**src/rtl/eth_pkg.sv**
```systemverilog
// Shared Ethernet TX definitions: frame codes, rx_error field masks, arbiter FSM states.
// Latency: n/a (constants and pure helpers only).
// Backpressure: n/a.
package eth_pkg;

  localparam logic [2:0] FRAME_NONE      = 3'b000;
  localparam logic [2:0] FRAME_DATA      = 3'b001;
  localparam logic [2:0] FRAME_ERR_CMD   = 3'b010;
  localparam logic [2:0] FRAME_ERR_DIM   = 3'b011;
  localparam logic [2:0] FRAME_ERR_FRAME = 3'b110;

  // Low nibble carries command-error pulses, high nibble frame-error pulses.
  localparam logic [7:0] RX_ERR_CMD_MASK = 8'h0F;
  localparam logic [7:0] RX_ERR_FRM_MASK = 8'hF0;

  typedef enum logic [1:0] {
    S_IDLE   = 2'd0,
    S_ARMED  = 2'd1,
    S_COMMIT = 2'd2
  } arb_state_t;

  // 8-bit add that sticks at 255 instead of wrapping.
  function automatic logic [7:0] sat_add8(input logic [7:0] a, input logic [1:0] b);
    logic [8:0] sum;
    sum = {1'b0, a} + {7'b0, b};
    return sum[8] ? 8'hFF : sum[7:0];
  endfunction

endpackage

```
**src/rtl/eth_tx_frame_arbiter_if.sv**
```systemverilog
// Bundle between the RX/control path, the TX engine and the frame arbiter.
// Latency: n/a (wiring only).
// Backpressure: TX pulses read only while frame_available is high.
interface eth_tx_frame_arbiter_if;
  import eth_pkg::*;

  logic [7:0] rx_error;
  logic       dim_error;
  logic       data_available;
  logic       read;
  logic [2:0] frame;
  logic       frame_available;
  logic       err_overflow;
  logic [7:0] drop_cnt;

  // Side that sources events and read pulses.
  modport master (
    output rx_error, dim_error, data_available, read,
    input  frame, frame_available, err_overflow, drop_cnt
  );

  // Arbiter side.
  modport slave (
    input  rx_error, dim_error, data_available, read,
    output frame, frame_available, err_overflow, drop_cnt
  );

endinterface

```
**src/rtl/eth_sat_counter.sv**
```systemverilog
// Per-type pending-event counter: +1 on inc, -1 on dec, saturates at all-ones.
// Latency: count updates on the edge after inc/dec; sat_hit is combinational.
// Backpressure: none; an inc at saturation is dropped and flagged on sat_hit.
module eth_sat_counter #(
  parameter int CNT_W = 2
) (
  input  logic             clk,
  input  logic             rst,
  input  logic             inc,
  input  logic             dec,
  output logic [CNT_W-1:0] count,
  output logic             sat_hit
);

  localparam logic [CNT_W-1:0] CNT_MAX = '1;
  localparam logic [CNT_W-1:0] CNT_ONE = 1;

  logic dec_ok;

  // Never decrement through zero; inc and dec together cancel out.
  assign dec_ok  = dec && (count != '0);
  assign sat_hit = inc && !dec_ok && (count == CNT_MAX);

  // Pending count register.
  always_ff @(posedge clk or posedge rst) begin
    if (rst) begin
      count <= '0;
    end else if (inc && !dec_ok && (count != CNT_MAX)) begin
      count <= count + CNT_ONE;
    end else if (dec_ok && !inc) begin
      count <= count - CNT_ONE;
    end
  end

endmodule

```
**src/rtl/eth_tx_frame_arbiter.sv**
```systemverilog
// Picks the next TX frame (DATA or one of three error reports) with a starvation guard for DATA.
// Latency: event at cycle N -> frame_available at N+2 from idle; frame updates on the read edge.
// Backpressure: a read is honoured only while frame_available; one dead cycle follows each commit.
module eth_tx_frame_arbiter
  import eth_pkg::*;
#(
  parameter int CNT_W         = 2,
  parameter int MAX_ERR_BURST = 4
) (
  input  logic                   clk,
  input  logic                   rst,
  eth_tx_frame_arbiter_if.slave  bus
);

  localparam int              BW        = $clog2(MAX_ERR_BURST + 1);
  localparam logic [BW-1:0]   BURST_MAX = BW'(MAX_ERR_BURST);

  arb_state_t       state, state_nxt;
  logic [CNT_W-1:0] pend_cmd, pend_dim, pend_frm;
  logic             sat_cmd, sat_dim, sat_frm;
  logic [BW-1:0]    burst_cnt;
  logic             data_inflight;
  logic             data_req;
  logic [2:0]       cand;
  logic             commit;
  logic [2:0]       frame_q;
  logic             avail_q;
  logic             ovf_q;
  logic [7:0]       drop_q;
  logic [1:0]       sat_sum;
  logic             ev_cmd, ev_frm;

  assign ev_cmd   = |(bus.rx_error & RX_ERR_CMD_MASK);
  assign ev_frm   = |(bus.rx_error & RX_ERR_FRM_MASK);
  // DATA is offered once per burst of data_available; continuation chunks are not re-offered.
  assign data_req = bus.data_available && !data_inflight;
  assign sat_sum  = {1'b0, sat_cmd} + {1'b0, sat_dim} + {1'b0, sat_frm};

  eth_sat_counter #(.CNT_W(CNT_W)) u_cnt_cmd (
    .clk(clk), .rst(rst), .inc(ev_cmd), .dec(commit && (cand == FRAME_ERR_CMD)),
    .count(pend_cmd), .sat_hit(sat_cmd)
  );
  eth_sat_counter #(.CNT_W(CNT_W)) u_cnt_dim (
    .clk(clk), .rst(rst), .inc(bus.dim_error), .dec(commit && (cand == FRAME_ERR_DIM)),
    .count(pend_dim), .sat_hit(sat_dim)
  );
  eth_sat_counter #(.CNT_W(CNT_W)) u_cnt_frm (
    .clk(clk), .rst(rst), .inc(ev_frm), .dec(commit && (cand == FRAME_ERR_FRAME)),
    .count(pend_frm), .sat_hit(sat_frm)
  );

  // Candidate: starved DATA first, then errors by severity, then DATA.
  always_comb begin
    cand = FRAME_NONE;
    if (data_req && (burst_cnt == BURST_MAX)) cand = FRAME_DATA;
    else if (pend_frm != '0)                  cand = FRAME_ERR_FRAME;
    else if (pend_dim != '0)                  cand = FRAME_ERR_DIM;
    else if (pend_cmd != '0)                  cand = FRAME_ERR_CMD;
    else if (data_req)                        cand = FRAME_DATA;
  end

  // Next-state and commit decode.
  always_comb begin
    state_nxt = state;
    commit    = 1'b0;
    case (state)
      S_IDLE: begin
        if (cand != FRAME_NONE) state_nxt = S_ARMED;
      end
      S_ARMED: begin
        if (cand == FRAME_NONE) begin
          state_nxt = S_IDLE;
        end else if (bus.read) begin
          commit    = 1'b1;
          state_nxt = S_COMMIT;
        end
      end
      S_COMMIT: begin
        state_nxt = (cand != FRAME_NONE) ? S_ARMED : S_IDLE;
      end
      default: state_nxt = S_IDLE;
    endcase
  end

  // State register plus registered frame_available so it rises with S_ARMED.
  always_ff @(posedge clk or posedge rst) begin
    if (rst) begin
      state   <= S_IDLE;
      avail_q <= 1'b0;
    end else begin
      state   <= state_nxt;
      avail_q <= (state_nxt == S_ARMED);
    end
  end

  // Committed frame code, held until the next commit.
  always_ff @(posedge clk or posedge rst) begin
    if (rst)         frame_q <= FRAME_NONE;
    else if (commit) frame_q <= cand;
  end

  // DATA in-flight flag and consecutive-error-frame counter.
  always_ff @(posedge clk or posedge rst) begin
    if (rst) begin
      data_inflight <= 1'b0;
      burst_cnt     <= '0;
    end else begin
      if (commit && (cand == FRAME_DATA)) data_inflight <= 1'b1;
      else if (!bus.data_available)       data_inflight <= 1'b0;

      if (!data_req)                                     burst_cnt <= '0;
      else if (commit && (cand == FRAME_DATA))           burst_cnt <= '0;
      else if (commit && (burst_cnt != BURST_MAX))       burst_cnt <= burst_cnt + 1'b1;
    end
  end

  // Sticky overflow flag and count of events lost to saturation.
  always_ff @(posedge clk or posedge rst) begin
    if (rst) begin
      ovf_q  <= 1'b0;
      drop_q <= 8'd0;
    end else begin
      if (sat_sum != 2'd0) ovf_q <= 1'b1;
      drop_q <= sat_add8(drop_q, sat_sum);
    end
  end

  assign bus.frame           = frame_q;
  assign bus.frame_available = avail_q;
  assign bus.err_overflow    = ovf_q;
  assign bus.drop_cnt        = drop_q;

endmodule

```
**src/flat_wrapper.sv**
```systemverilog
// flat-port wrapper written by rule: the top's interface ports become plain ports
module eth_tx_frame_arbiter_flat import eth_pkg::*;
#(
  parameter int CNT_W         = 2,
  parameter int MAX_ERR_BURST = 4
)
  (clk, rst, bus_rx_error, bus_dim_error, bus_data_available, bus_read, bus_frame, bus_frame_available, bus_err_overflow, bus_drop_cnt);
  eth_tx_frame_arbiter_if bus_i ();
  input  logic clk;
  input  logic rst;
  input wire logic [$bits(bus_i.rx_error)-1:0] bus_rx_error;
  input wire logic [$bits(bus_i.dim_error)-1:0] bus_dim_error;
  input wire logic [$bits(bus_i.data_available)-1:0] bus_data_available;
  input wire logic [$bits(bus_i.read)-1:0] bus_read;
  output wire logic [$bits(bus_i.frame)-1:0] bus_frame;
  output wire logic [$bits(bus_i.frame_available)-1:0] bus_frame_available;
  output wire logic [$bits(bus_i.err_overflow)-1:0] bus_err_overflow;
  output wire logic [$bits(bus_i.drop_cnt)-1:0] bus_drop_cnt;
  assign bus_i.rx_error = bus_rx_error;
  assign bus_i.dim_error = bus_dim_error;
  assign bus_i.data_available = bus_data_available;
  assign bus_i.read = bus_read;
  assign bus_frame = bus_i.frame;
  assign bus_frame_available = bus_i.frame_available;
  assign bus_err_overflow = bus_i.err_overflow;
  assign bus_drop_cnt = bus_i.drop_cnt;
  eth_tx_frame_arbiter #(.CNT_W(CNT_W), .MAX_ERR_BURST(MAX_ERR_BURST)) u_core (.clk(clk), .rst(rst), .bus(bus_i));
endmodule
```
**config.mk**
```make
export PLATFORM = sky130hd
export DESIGN_NAME = eth_tx_frame_arbiter_flat
export DESIGN_NICKNAME = d
export VERILOG_FILES = /design/src/rtl/eth_pkg.sv /design/src/rtl/eth_tx_frame_arbiter_if.sv /design/src/rtl/eth_sat_counter.sv /design/src/rtl/eth_tx_frame_arbiter.sv /design/src/flat_wrapper.sv
export SDC_FILE = /design/constraint.sdc
export NUM_CORES = 1
export LEC_CHECK = 0
export BUFFER_PORTS_ARGS = -buffer_cell sky130_fd_sc_hd__buf_2
export CAP_MARGIN = 20
export CORE_MARGIN = 2
export CORE_UTILIZATION = 45
export CTS_CLUSTER_DIAMETER = 120
export DETAILED_ROUTE_END_ITERATION = 10
export PLACE_DENSITY = 0.67
export SYNTH_ARGS = -nofsm -noshare
export SYNTH_HDL_FRONTEND = slang
export SYNTH_SLANG_ARGS = --single-unit
```
**constraint.sdc**
```tcl
create_clock -name clk -period 4.8 [get_ports clk]
set_clock_uncertainty 0.05 [all_clocks]
set_input_delay 0.24 -clock clk [delete_from_list [all_inputs] [get_ports clk]]
set_output_delay 0.24 -clock clk [all_outputs]
set_load 0.005 [all_outputs]
```
; ---- Word level (Yosys, flattened, before mapping)
; Index checks and enable logic that the tools add are counted.
[word_totals]
register_bits = 25
latch_bits = 0
mem_bits_rw = 0
rom_bits = 0
inputBits = 13
output_inout_bits = 13
word_cells = 103
n_memories = 0
[op_classes]
add_sub_neg = 10
multipliers = 0
n_div = 0
n_lt_le_gt_ge = 0
n_eq_ne = 17
n_shift = 0
mux = 25
n_bitwise = 0
reduce_logical = 41
[op_table]
columns = operator, n
row1 = $logic_and 1x1->1, 22
row2 = $mux 3, 7
row3 = $mux 2, 9
row4 = $reduce_bool 2->1, 7
row5 = $add 8x2->9, 1
row6 = $eq 2x2->1 const B, 4
row7 = $mux 8, 1
row8 = $reduce_or 4->1, 2
row9 = $logic_not 1->1, 7
row10 = $mux 1, 7
row11 = $add 2x1->2 const B, 3
row12 = $eq 3x2->1 const B, 2
row13 = $eq 3x3->1 const B, 2
row14 = $ne 2x2->1 const B, 3
row15 = $ne 3x3->1 const B, 2
row16 = $pmux 2 s3, 1
row17 = $sub 2x1->2 const B, 3
row18 = $eq 2x1->1 const B, 2
row19 = $add 3x1->3 const B, 1
row20 = $eq 3x1->1 const B, 1
row21 = $logic_not 3->1, 1
row22 = $reduce_bool 3->1, 1
row23 = $add 1x1->2, 1
row24 = $add 2x1->2, 1
row25 = other kinds (2), 2

; ---- Longest topological paths before layout
; Gate-level depths: netlist of run 1.
[logic_depth]
ltp_word = 19
ltp_mapped = 11
ltp_nobuf = 11

; ---- Hierarchy
; From an unflattened synthesis of run 1, not the netlist that was laid out.
[unflattened]
cells_unflattened = 139
area_unflattened_um2 = 1363.8
[modules_own_cells]
columns = module, n_inst, cells_each, area_per_inst_um2, seq_area_each_um2
row1 = eth_tx_frame_arbiter, 1, 97, 992.2, 475.5
row2 = eth_sat_counter, 3, 14, 123.9, 50.0

; ---- Worst setup path after synthesis of run 1
; OpenSTA, ideal clock, no wires.
[synth_timing]
kind = register -> register
startpoint = register u_core.u_cnt_frm.count[0]
endpoint = register u_core.drop_q[0] (netlist: u_core.bus.drop_cnt[0])
setup_time_ns = 0.124
arrival_ns = 2.704
required_ns = 4.626
path_slack_ns = 1.922
stages_incl_launch_ff = 11
n_path_buf = 1
synth_period_minus_slack_ns = 2.878
path_cell_list = dfrtp_1 > buf_4 > nor4_1 > a31oi_1 > and3_2 > fa_1 > ha_1 > fa_1 > and2_1 > nand3_1 > nand2b_1
[synth_between]
elab_chain_len = 15
word_cells_on_any_way = 29
cone_classes = add/sub (3) / eq/ne (4) / mux (5) / reduce/logical (17)
[synth_rtl]
columns = item, line
row1 = start: declaration, eth_sat_counter.sv:11  ; output logic [CNT_W-1:0] count,
row2 = start signal: assignment, eth_sat_counter.sv:29  ; count <= count + CNT_ONE;
row3 = start signal: assignment, eth_sat_counter.sv:31  ; count <= count - CNT_ONE;
row4 = $reduce_bool 2->1, "eth_sat_counter.sv:21, eth_tx_frame_arbiter.sv:56"
row5 = $mux 3, eth_tx_frame_arbiter.sv:56  ; else if (pend_frm != '0) cand = FRAME_ERR_FRAME;
row6 = $mux 3, eth_tx_frame_arbiter.sv:55  ; if (data_req && (burst_cnt == BURST_MAX)) cand = FRAME_DATA;
row7 = $logic_not 3->1, eth_tx_frame_arbiter.sv:71  ; if (cand == FRAME_NONE) begin
row8 = $mux 1, eth_tx_frame_arbiter.sv:71
row9 = $mux 1, eth_tx_frame_arbiter.sv:66  ; case (state)
row10 = $logic_and 1x1->1 (on tied branches), "eth_tx_frame_arbiter.sv:40, eth_tx_frame_arbiter.sv:44"
row11 = $logic_and 1x1->1, eth_sat_counter.sv:21  ; assign dec_ok = dec && (count != '0);
row12 = $logic_not 1->1, eth_sat_counter.sv:22  ; assign sat_hit = inc && !dec_ok && (count == CNT_MAX);
row13 = $logic_and 1x1->1 (2 in series), eth_sat_counter.sv:22
row14 = $add 1x1->2, eth_tx_frame_arbiter.sv:37  ; assign sat_sum = {1'b0, sat_cmd} + {1'b0, sat_dim} + {1'b0, sat_frm};
row15 = $add 2x1->2 (*), eth_tx_frame_arbiter.sv:37
row16 = $add 8x2->9 (*), eth_pkg.sv:25  ; sum = {1'b0, a} + {7'b0, b};
row17 = $mux 8 (*), eth_pkg.sv:26  ; return sum[8] ? 8'hFF : sum[7:0];
row18 = end signal: assignment, eth_tx_frame_arbiter.sv:124  ; drop_q <= sat_add8(drop_q, sat_sum);
row19 = end: declaration, eth_tx_frame_arbiter.sv:29  ; logic [7:0] drop_q;
; Mark *: on every way between the ends. The rest lies on a longest branch, timed or not.
; A chain may end at the register's enable or synchronous reset.

; ---- Worst setup path in the final report of run 1
[layout_timing]
startpoint = register u_core.burst_cnt[0]
endpoint = register u_core.drop_q[2] (netlist: u_core.bus.drop_cnt[2])
[layout_between]
elab_chain_len = 15
word_cells_on_any_way = 28
cone_classes = add/sub (3) / eq/ne (4) / mux (4) / reduce/logical (17)
[layout_rtl]
columns = item, line
row1 = start: declaration, eth_tx_frame_arbiter.sv:21  ; logic [BW-1:0] burst_cnt;
row2 = start signal: assignment, eth_tx_frame_arbiter.sv:113  ; else if (commit && (burst_cnt != BURST_MAX)) burst_cnt <= burst_cnt + 1'b1;
row3 = $eq 3x3->1 (*), eth_tx_frame_arbiter.sv:55
row4 = $logic_and 1x1->1 (*), eth_tx_frame_arbiter.sv:55
row5 = $mux 3 (*), eth_tx_frame_arbiter.sv:55
row6 = $logic_not 3->1, eth_tx_frame_arbiter.sv:71
row7 = $mux 1, eth_tx_frame_arbiter.sv:71
row8 = $mux 1, eth_tx_frame_arbiter.sv:66
row9 = $logic_and 1x1->1 (on tied branches), "eth_tx_frame_arbiter.sv:40, eth_tx_frame_arbiter.sv:44"
row10 = $logic_and 1x1->1, eth_sat_counter.sv:21
row11 = $logic_not 1->1, eth_sat_counter.sv:22
row12 = $logic_and 1x1->1 (2 in series), eth_sat_counter.sv:22
row13 = $add 1x1->2, eth_tx_frame_arbiter.sv:37
row14 = $add 2x1->2 (*), eth_tx_frame_arbiter.sv:37
row15 = $add 8x2->9 (*), eth_pkg.sv:25
row16 = $mux 8 (*), eth_pkg.sv:26
; Marked as above.

==> results of run 1 <==
==> registers in the layout, summed over array words and instances, names as in the netlist, 2 cells and up <==
name and flops:
u_core.bus.drop_cnt 8, u_core.bus.frame 3, u_core.u_cnt_frm.count 2, u_core.burst_cnt 3, u_core.state 2, u_core.u_cnt_dim.count 2
u_core.u_cnt_cmd.count 2
==> routing by layer <==
metal	vias to the layer above	track usage, %	wire, um
met1	548	23.6	1300
li1	545	-	-
met2	31	27.6	1390
met4	0	7.30	39
met5	-	0	0
met3	6	3.06	132
==> placed cells by master (no fill, tap or decap), types with 3 or more instances in the layout <==
| master | count |
|---|---|
| xor2_1 | 4 |
| nand4_1 | 5 |
| nand2b_1 | 3 |
| nand3_1 | 5 |
| nand2_1 | 16 |
| clkbuf_4 | 3 |
| a21oi_1 | 11 |
| mux2i_1 | 3 |
| ha_1 | 4 |
| inv_1 | 8 |
| buf_2 | 25 |
| nor2_1 | 5 |
| o21ai_0 | 6 |
| dfrtp_1 | 25 |
| nor4_1 | 3 |
==> report_power, final <==
| group | total, mW | switching [mW] | internal (mW) |
|---|---|---|---|
| combinational | 0.212 | 0.109 | 0.103 |
| clock | 0.0954 | 0.0642 | 0.0312 |
| sequential | 0.297 | 0.0425 | 0.255 |
| total | 0.604 | 0.215 | 0.389 |
==> path summary, 6_finish.rpt <==
path / start / end / slack [ns] / cells after the start
min in group clk: bus_read / u_core.state[0]$_DFF_PP0_ / 0.16 / 3
hold / removal: rst / u_core.bus.frame[2]$_DFFE_PP0N_ / 0.05 / 2
setup / recovery: u_core.burst_cnt[0]$_DFFE_PP0P_ / u_core.bus.drop_cnt[2]$_DFF_PP0_ / 1.57 / 11
setup reg to reg: u_core.burst_cnt[0]$_DFFE_PP0P_ / u_core.bus.drop_cnt[2]$_DFF_PP0_ / 1.57 / 11
max in group asynchronous: rst / u_core.bus.err_overflow$_DFFE_PP0P_ / 4.08 / 2
hold reg to reg: u_core.bus.err_overflow$_DFFE_PP0P_ / u_core.bus.err_overflow$_DFFE_PP0P_ / 0.45 / 1
==> critical path: stages, from the launching register on <==
cell and delay (ns):
dfrtp_1 0.43, inv_1 0.09, ha_1 0.24, nand4b_4 0.18
a31oi_1 0.28, and3_2 0.24, fa_1 0.45, ha_1 0.23
fa_1 0.46, and2_1 0.19, nand3_1 0.19, nand2_1 0.09
==> kinds of logic after synthesis <==
logic type | Yosys count | synth area share, %
buffers and inverters | 11 | 4.33
DFF | 25 | 45.1
AOI/OAI and AO/OA | 30 | 13.5
muxes | 3 | 2.17
adders and majority gates | 6 | 6.50
xor gates and xnor gates | 6 | 3.79
and+or+nand+nor | 56 | 24.6
==> final cells by class <==
type	count	share of cell area (%)
clock buffer	3	1.45
clock inverter	1	0.323
inverter	8	1.94
multi-input combinational	101	45.2
sequential	25	40.4
tap	33	2.66
timing repair buffer	25	8.07
==> per-stage QoR <==
| step | setup WS (ns) | total power [mW] | utilization [%] | hold WS (ns) |
|---|---|---|---|---|
| 2_1_floorplan | 1.92 | 0.434 | - | 0.217 |
| 3_3_place_gp | 1.75 | 0.501 | 50.7 | 0.427 |
| 3_5_place_dp | 1.63 | 0.511 | 50.7 | 0.428 |
| 4_1_cts | 1.61 | 0.608 | 51.6 | 0.0873 |
| 5_1_grt | 1.36 | 0.656 | 51.6 | 0.122 |
| 6_report | 1.57 | 0.604 | 51.6 | 0.0531 |
==> flow_summary_export.csv, run 1 <==
group,metric,value,unit
clocking,post-cts-setup-buffers,0,
clocking,clkTransAtPathRegs,0.14,ns
grt,grt_start_max_net_pins,26,
critical_path,crit_arrival,3.39,ns
logic_synthesis,yosys_most_used_dff,"dfrtp_1",
detailed_routing,detail_route.vias_per_cell,5.77,
sta,fin_crit,3.23,ns
clocking,cts-hold-fix-buffers,0,
place,post_dp_cell_area,1520,um2
critical_path,worstPathMaxFanout,8,
place,dp.final_hpwl,2180,um
sta,transition_time_at_the_pin_with_the_least_slew_margin,0.936,ns
logic_synthesis,synth-edff-count,0,
cells_and_area,final_cell_area_excluding_filler_cells,1550,um2
logic_synthesis,synthMostInstantiatedCell,"dfrtp_1",
cells_and_area,multiInputGateArea,701,um2
logic_synthesis,synth.top_cells.by_count,"25 x dfrtp_1, 16 x nand2_1, 11 x a21oi_1, 8 x inv_1, 6 x o21ai_0",
sta,fmax,309,MHz
die,core.rowCount,20,
cells_and_area,drive_above_1_share,22.1,%
cells_and_area,layout-area-overhead-vs-synth,11.8,%
hold_path,worst_hold_path_type,"input port to asynchronous set/reset pin",
power_and_ir_drop,static-leakage-power,0.681,nW
die,floorplan_core_area,3000,um2
die,die-height,59.5,um
clocking,clk-insertion-delay-late,0.32,ns
die,die-area,3540,um2
critical_path,setup.worst_path.end_class,"flop",
logic_synthesis,yosysTopAreaCellShare,45.1,%
logic_synthesis,postSynth.asyncResetShare,100,%
critical_path,setup.worst_path.start_class,"flop",
detailed_routing,violation_count_after_the_first_detailed_routing_iteration,46,
detailed_routing,detail_route.drc_violations,0,
grt,first_pass_grt_wire_length,4640,um
place,post-place-cells,192,
logic_synthesis,synth.ff_latch_count,25,
place,gp_congestion,0.763,
place,placement.io_buffers,25,
die,die_x,59.5,um
logic_synthesis,post_synthesis_cell_type_count,42,
grt,grtUsageTotal,17.5,%
detailed_routing,route.final.wire_length,2850,um
sta,finalHoldViolations,0,
cells_and_area,regArea,626,um2
sta,max_slew_violation_count,0,
logic_synthesis,yosysWarnings,0,
logic_synthesis,synth.net_count,156,
detailed_routing,dr_total_vias,1130,
die,io_pins,26,
die,effective_utilization_at_floorplan,46.2,%
sta,setup_total_negative_slack,0,ns
power_and_ir_drop,p_per_area,390,nW/um2
clocking,post_cts_resized,0,
outcome,status,"finished, final reports clean",
clocking,tritoncts,"built",
clocking,maximum_clock_insertion_buffer_count,2,
logic_synthesis,synth.top_cells.by_area,"dfrtp_1 45%, nand2_1 4.3%, a21oi_1 4.0%, ha_1 3.6%, fa_1 2.9%",
sta,min_period_over_period,67.4,%
grt,grt_overflow_total,0,
clocking,clock-root-buffer,"clkbuf_4",
cells_and_area,final_nets,183,
detailed_routing,ant_nets,0,
logic_synthesis,mappedNetlistArea,1390,um2
grt,number_of_antenna_violations_at_the_first_check_in_global_routing,0,
power_and_ir_drop,worst_ir_drop_vdd,0.000185,V
detailed_routing,drt_pre_antenna_iters,4,
logic_synthesis,synth_sequential_area_ratio,45.1,%
detailed_routing,routed_wire_length_per_instance,14.6,um
sta,grt_setup_unrepaired,"no",
sta,relSlewSlack,37.5,%
logic_synthesis,synthesized_instance_count,137,
cells_and_area,fillCellCount,286,
logic_synthesis,synth_area_leader_cell,"dfrtp_1",
grt,grt_pass1_vias,1050,
critical_path,cp_data_required_time,4.96,ns
clocking,htree_num_levels,1,
clocking,numCtsBuffers,3,
cells_and_area,n_antenna_cell,0,
run,max_cap_violations,0,
cells_and_area,post_layout_nonfiller_instances,196,
critical_path,worstSetupPathType,"flop to flop",
logic_synthesis,avgSynthCellArea,10.1,um2
clocking,clock_sink_count,25,
sta,timing.final.setup_violations,0,
Note: power is estimated with default switching activity, not from simulation.
==> run 2, diff against run 1 <==
Settings changed: ABC_AREA set to 1.
Clock period 4.8 ns to 3.35 ns, I/O delays scaled along.
==> run 2 against run 1 <==
  * Worst setup slack worse by 1.3 ns
  * Global-route usage is 0.38 points lower
  * Count of clock-buffer cells in the layout is 1 higher
  * Routed wire length down 4.1%
  * Sequential cell count did not move
  * Total power increased by 56%
==> flow_summary_export.csv, run 2 <==
group,metric,value,unit
outcome,status,"finished, final reports clean",
grt,grt_overflow_total,0,
logic_synthesis,synth.net_count,194,
place,placement.io_buffers,25,
critical_path,setup.worst_path.end_class,"flop",
logic_synthesis,mappedNetlistArea,1430,um2
clocking,clock-root-buffer,"clkbuf_4",
power_and_ir_drop,worst_ir_drop_vdd,0.000324,V
detailed_routing,detail_route.vias_per_cell,4.90,
grt,grt_start_max_net_pins,26,
detailed_routing,drt_pre_antenna_iters,4,
logic_synthesis,yosysTopAreaCellShare,43.9,%
sta,finalHoldViolations,0,
grt,number_of_antenna_violations_at_the_first_check_in_global_routing,0,
critical_path,timing.reg2reg.setup_slack,0.27,ns
detailed_routing,detail_route.drc_violations,0,
cells_and_area,post_layout_nonfiller_instances,252,
cells_and_area,drive_above_1_share,29.8,%
clocking,clk-insertion-delay-late,0.31,ns
critical_path,cp_data_required_time,3.54,ns
die,effective_utilization_at_floorplan,47.1,%
logic_synthesis,yosysWarnings,0,
sta,min_period_over_period,92.0,%
detailed_routing,dr_total_vias,1236,
grt,first_pass_grt_wire_length,4660,um
clocking,numCtsBuffers,3,
logic_synthesis,synth.ff_latch_count,25,
hold_path,worst_hold_path.num_cells,4,
logic_synthesis,synth_area_leader_cell,"dfrtp_1",
die,die-height,60.3,um
die,io_pins,26,
sta,transition_time_at_the_pin_with_the_least_slew_margin,0.273,ns
clocking,maximum_clock_insertion_buffer_count,2,
grt,grtUsageTotal,17.1,%
logic_synthesis,postSynth.asyncResetShare,100,%
critical_path,reg_to_reg_start,"u_core.burst_cnt[0]$_DFFE_PP0P_",
logic_synthesis,yosys_most_used_dff,"dfrtp_1",
cells_and_area,final_cell_area_excluding_filler_cells,1720,um2
detailed_routing,routed_wire_length_per_instance,10.9,um
hold_path,hold_end,"u_core.bus.frame_available$_DFF_PP0_",
sta,setup_total_negative_slack,0,ns
critical_path,worstSetupPathType,"flop to flop",
cells_and_area,n_antenna_cell,0,
critical_path,worstPathMaxFanout,7,
place,gp_congestion,0.801,
logic_synthesis,avgSynthCellArea,8.14,um2
cells_and_area,fillCellCount,281,
cells_and_area,layout-area-overhead-vs-synth,20.8,%
logic_synthesis,synth_sequential_area_ratio,43.9,%
sta,worst_hold_slack,0.0853,ns
sta,fin_crit,3.08,ns
critical_path,crit-reg2reg-capture,"u_core.bus.drop_cnt[6]$_DFF_PP0_",
logic_synthesis,synth.top_cells.by_count,"38 x nand2_1, 28 x inv_1, 25 x dfrtp_1, 17 x nand3_1",
die,floorplan_core_area,3030,um2
logic_synthesis,synthMostInstantiatedCell,"nand2_1",
clocking,clkTransAtPathRegs,0.13,ns
detailed_routing,ant_nets,0,
power_and_ir_drop,p_per_area,546,nW/um2
die,die_x,60.3,um
die,core.rowCount,20,
run,max_cap_violations,0,
clocking,tritoncts,"built",
die,die-area,3630,um2
logic_synthesis,post_synthesis_cell_type_count,26,
sta,fmax,324,MHz
sta,timing.final.setup_violations,0,
clocking,htree_num_levels,1,
logic_synthesis,synth.top_cells.by_area,"dfrtp_1 44%, nand2_1 10%, inv_1 7.4%, nand3_1 6.0%, o21ai_0 4.2%",
critical_path,setup.worst_path.start_class,"flop",
cells_and_area,largest_register_ffs,8,
logic_synthesis,synth-edff-count,0,
cells_and_area,final_nets,228,
clocking,clock_sink_count,25,
detailed_routing,route.final.wire_length,2740,um
place,dp.final_hpwl,2150,um
hold_path,hold_path_startpoint,"bus_read",
detailed_routing,violation_count_after_the_first_detailed_routing_iteration,38,
hold_path,worst_hold_path_type,"input port to flop",
sta,max_slew_violation_count,0,
grt,grt_pass1_vias,1165,
sta,relSlewSlack,81.8,%
cells_and_area,layout.cells.most_common_list,"35 x nand2_1, 27 x inv_1, 25 x buf_2, 25 x dfrtp_1, 17 x nand3_1",
critical_path,register_to_register_path_depth,16,
logic_synthesis,synthesized_instance_count,175,
place,post_dp_cell_area,1610,um2
power_and_ir_drop,static-leakage-power,0.933,nW
critical_path,crit_arrival,3.28,ns
place,post-place-cells,244,
cells_and_area,layout.cells.most_common,"nand2_1",
==> run 2: cell types whose count changed after synthesis, moves of 5 or more <==
cell / change
nand2_1: +22
inv_1: +20
nand3_1: +12
a21oi_1: -11
nor2_1: +7
o21ai_0: +6
inv_2: +5
==> run 2: per-stage QoR <==
| step | util [%] | setup WS [ns] | power (mW) |
|---|---|---|---|
| finish | 56.9 | 0.266 | 0.940 |
| global route | 56.9 | -0.00241 | 1.04 |
| CTS | 54.3 | 0.0360 | 0.921 |
| detailed placement | 53.1 | 0.0724 | 0.783 |
| global placement | 53.1 | 0.203 | 0.772 |
| floorplan | - | 0.438 | 0.662 |
==> run 2: logic make-up after synthesis <==
kind of cell | after synthesis | synth area share (%)
AOI/OAI and AO/OA | 19 | 7.73
xor gates and xnor gates | 1 | 0.615
adders and majority gates | 6 | 6.32
buffers and inverters | 34 | 9.04
DFF | 25 | 43.9
and+or+nand+nor | 90 | 32.4
==> run 2: worst max-delay path by stage <==
| stage | startpoint | endpoint | slack [ns] | depth (start not counted) |
|---|---|---|---|---|
| final | u_core.burst_cnt[0]$_DFFE_PP0P_ | u_core.bus.drop_cnt[6]$_DFF_PP0_ | 0.27 | 16 |
| after global routing | u_core.burst_cnt[0]$_DFFE_PP0P_ | u_core.bus.drop_cnt[7]$_DFF_PP0_ | -0.002 | 17 |
| after CTS | u_core.burst_cnt[0]$_DFFE_PP0P_ | u_core.bus.drop_cnt[5]$_DFF_PP0_ | 0.04 | 16 |
| after detailed placement | u_core.burst_cnt[0]$_DFFE_PP0P_ | u_core.bus.drop_cnt[6]$_DFF_PP0_ | 0.07 | 16 |
| after global placement | u_core.burst_cnt[0]$_DFFE_PP0P_ | u_core.bus.drop_cnt[6]$_DFF_PP0_ | 0.20 | 16 |
| after floorplan | u_core.burst_cnt[0]$_DFFE_PP0P_ | u_core.bus.drop_cnt[2]$_DFF_PP0_ | 0.44 | 16 |
==> run 2: per-layer routing <==
metal,vias to the layer above,share of wire (%),global-route usage [%]
met5,-,0,0
met4,0,1.1,7.62
met3,4,3.5,2.38
met2,22,50,29.2
met1,583,45,21.2
li1,627,-,-
==> run 2: report_power, final <==
group	total [mW]	internal [mW]	switching [mW]
clock	0.135	0.0465	0.0884
sequential	0.430	0.369	0.0615
combinational	0.375	0.162	0.213
==> run 2: final cells by class <==
type	count	area [um2]	area share, %
Multi-Input combinational cell	116	703	40.8
Sequential cell	25	626	36.3
Timing Repair Buffer	30	188	10.9
Inverter	33	124	7.19
Tap cell	44	55.1	3.20
Clock buffer	4	26.3	1.53
==> run 2: worst max-delay path, cell delays in order (launching register included) <==
cell and delay, ns:
dfrtp_1 0.41, inv_1 0.11, ha_1 0.16, nand2_1 0.08, nor2_2 0.19, nor2_4 0.07, nand3_4 0.10, nand3_2 0.10
nand3_1 0.14, nor2_2 0.06, fa_1 0.56, ha_2 0.19, fa_1 0.19, nand2_2 0.09, nor4_4 0.26, nand2_2 0.15
o21ai_0 0.10
==> run 2: what timing repair did <==
| item | 4_1_cts | 5_1_grt |
|---|---|---|
| buffers inserted | 0 | 1 |
| setup endpoints to repair | 0 | 8 |
| hold buffers | 1 | 1 |
| hold endpoints to repair | 1 | 25 |
| resized for setup | 0 | 10 |
==> run 3, diff against run 2 <==
Settings changed: BUFFER_PORTS_ARGS -buffer_cell sky130_fd_sc_hd__buf_2 to -buffer_cell sky130_fd_sc_hd__clkbuf_2, CTS_BUF_LIST set to sky130_fd_sc_hd__clkbuf_4 sky130_fd_sc_hd__clkbuf_8.
==> run 3 against run 2 <==
  * Final cell count fell by 0.40%
  * First-iteration DRC count rose by 32%
  * Maximum frequency rose by 0.60%
  * Sequential cell count did not move
  * Worst hold slack got worse by 0.0043 ns
  * Highest routed layer unchanged
  * Sequential power barely moved
  * Via count fell by 1.3%
  * Critical path type unchanged
  * Worst setup slack improved by 0.018 ns
  * Sequential share of layout area rose by 0.19 points
  * Clock power barely moved
  * Count of clock-buffer cells in the layout fell by 1
==> flow_summary_export.csv, run 3 (same netlist as run 2, synthesis figures left out) <==
group,metric,value,unit
detailed_routing,detail_route.vias_per_cell,4.86,
critical_path,worstSetupPathType,"flop to flop",
run,max_cap_violations,0,
grt,grt_pass1_vias,1089,
detailed_routing,violation_count_after_the_first_detailed_routing_iteration,50,
sta,grt_setup_unrepaired,"no",
detailed_routing,drt_pre_antenna_iters,4,
power_and_ir_drop,worst_ir_drop_vdd,0.000334,V
clocking,tritoncts,"built",
place,dp.final_hpwl,2100,um
power_and_ir_drop,p_per_area,552,nW/um2
hold_path,hold_path_startpoint,"bus_read",
sta,setup_total_negative_slack,0,ns
grt,use_met2,29.2,%
cells_and_area,layout.cells.most_common_list,"35 x nand2_1, 28 x inv_1, 25 x clkbuf_2, 25 x dfrtp_1, 17 x nand3_1",
grt,grt_overflow_total,0,
hold_path,worst_hold_path_type,"input port to flop",
critical_path,reg_to_reg_start,"u_core.burst_cnt[0]$_DFFE_PP0P_",
grt,grtUsageTotal,16.8,%
critical_path,cp_data_required_time,3.54,ns
sta,postLayoutSetupSlackWorst,0.285,ns
die,die-area,3630,um2
grt,number_of_antenna_violations_at_the_first_check_in_global_routing,0,
detailed_routing,detail_route.drc_violations,0,
place,placement.io_buffers,25,
cells_and_area,n_antenna_cell,0,
place,place_ws,0.0809,ns
cells_and_area,final_core_util,56.6,%
critical_path,setup.worst_path.end_class,"flop",
grt,grt-busiest-layer,"met2",
critical_path,crit-reg2reg-capture,"u_core.bus.drop_cnt[6]$_DFF_PP0_",
cells_and_area,layout.cells.most_common,"nand2_1",
clocking,clk-insertion-delay-late,0.31,ns
sta,finalHoldViolations,0,
critical_path,worstPathMaxFanout,7,
die,effective_utilization_at_floorplan,47.1,%
cells_and_area,drive_above_1_share,29.0,%
power_and_ir_drop,finalPower,0.945,mW
detailed_routing,ant_nets,0,
sta,transition_time_at_the_pin_with_the_least_slew_margin,0.356,ns
hold_path,worst_hold_path.num_cells,4,
clocking,htree_num_levels,1,
grt,grt_start_max_net_pins,26,
sta,max_slew_violation_count,0,
clocking,post-cts-setup-buffers,0,
critical_path,setup.worst_path.start_class,"flop",
cells_and_area,largest_register_ffs,8,
power_and_ir_drop,static-leakage-power,0.938,nW
sta,fin_crit,3.07,ns
die,die_x,60.3,um
die,die-height,60.3,um
clocking,clock_sink_count,25,
critical_path,timing.reg2reg.setup_slack,0.28,ns
detailed_routing,dr_total_vias,1220,
outcome,status,"finished, final reports clean",
place,post_dp_cell_area,1610,um2
cells_and_area,layout-area-overhead-vs-synth,20.2,%
grt,globalRouteMet1Util,21.0,%
clocking,numCtsBuffers,3,
die,io_pins,26,
clocking,clock-root-buffer,"clkbuf_4",
grt,first_pass_grt_wire_length,4600,um
detailed_routing,routed_wire_length_per_instance,10.8,um
critical_path,crit_arrival,3.26,ns
detailed_routing,route.final.wire_length,2700,um
sta,timing.final.setup_violations,0,
sta,fmax,326,MHz
sta,relSlewSlack,76.3,%
hold_path,hold_end,"u_core.bus.frame_available$_DFF_PP0_",
cells_and_area,final_nets,227,
critical_path,register_to_register_path_depth,16,
sta,min_period_over_period,91.5,%
cells_and_area,final_cell_area_excluding_filler_cells,1710,um2
die,core.rowCount,20,
die,floorplan_core_area,3030,um2
clocking,clkTransAtPathRegs,0.14,ns
clocking,maximum_clock_insertion_buffer_count,2,
place,gp_congestion,0.811,
grt,global_route.usage.met3,2.81,%
## run 3: how the worst max path moves through the flow
stage,startpoint,end,slack (ns)
after detailed placement,u_core.burst_cnt[0]$_DFFE_PP0P_,u_core.bus.drop_cnt[6]$_DFF_PP0_,0.08
after global placement,u_core.burst_cnt[0]$_DFFE_PP0P_,u_core.bus.drop_cnt[6]$_DFF_PP0_,0.20
after CTS,u_core.burst_cnt[0]$_DFFE_PP0P_,u_core.bus.drop_cnt[6]$_DFF_PP0_,0.08
after floorplan,u_core.burst_cnt[0]$_DFFE_PP0P_,u_core.bus.drop_cnt[2]$_DFF_PP0_,0.44
after global routing,u_core.burst_cnt[0]$_DFFE_PP0P_,u_core.bus.drop_cnt[6]$_DFF_PP0_,0.004
final,u_core.burst_cnt[0]$_DFFE_PP0P_,u_core.bus.drop_cnt[6]$_DFF_PP0_,0.28
## run 3: metal layers
metal,share of wire (%),routed length (um)
met1,45,1220
met2,51,1370
met3,3.4,91
met4,0.74,20
met5,0,0
## run 3: metrics by stage
step,instances,hold WS [ns]
global route,251,0.0763
CTS,250,0.0672
floorplan,175,0.145
global placement,244,0.343
detailed placement,244,0.344
finish,251,0.0810
## run 3: area by class of cell
class | count | area [um2]
clock buffers | 3 | 22.5
clock inverters | 1 | 5.00
fillers | 281 | 1320
inverters | 33 | 124
multi-input cells | 116 | 701
flip-flops and latches | 25 | 626
well taps | 44 | 55.1
repair buffers | 29 | 180
## run 3: critical path: stages, from the launching register on
cell,delay [ns]
dfrtp_1,0.41
inv_1,0.11
ha_1,0.15
nand2_1,0.07
nor2_2,0.18
nor2_4,0.07
nand3_4,0.09
nand3_2,0.10
nand3_1,0.12
nor2_1,0.07
fa_1,0.56
ha_1,0.19
fa_2,0.22
nand2_2,0.09
nor4_4,0.27
nand2_2,0.15
o21ai_0,0.10
## run 3: repair_timing
action | in CTS | in global routing
hold endpoints to repair | 13 | 0
resized for setup | 0 | 8
hold buffers | 2 | 0
endpoints found under the setup margin | 0 | 8
## run 3: power by group
part | internal [mW] | total, mW | leakage, nW | switching (mW)
logic | 0.165 | 0.380 | 0.630 | 0.215
registers | 0.369 | 0.429 | 0.291 | 0.0605
clock network | 0.0446 | 0.136 | 0.0177 | 0.0912
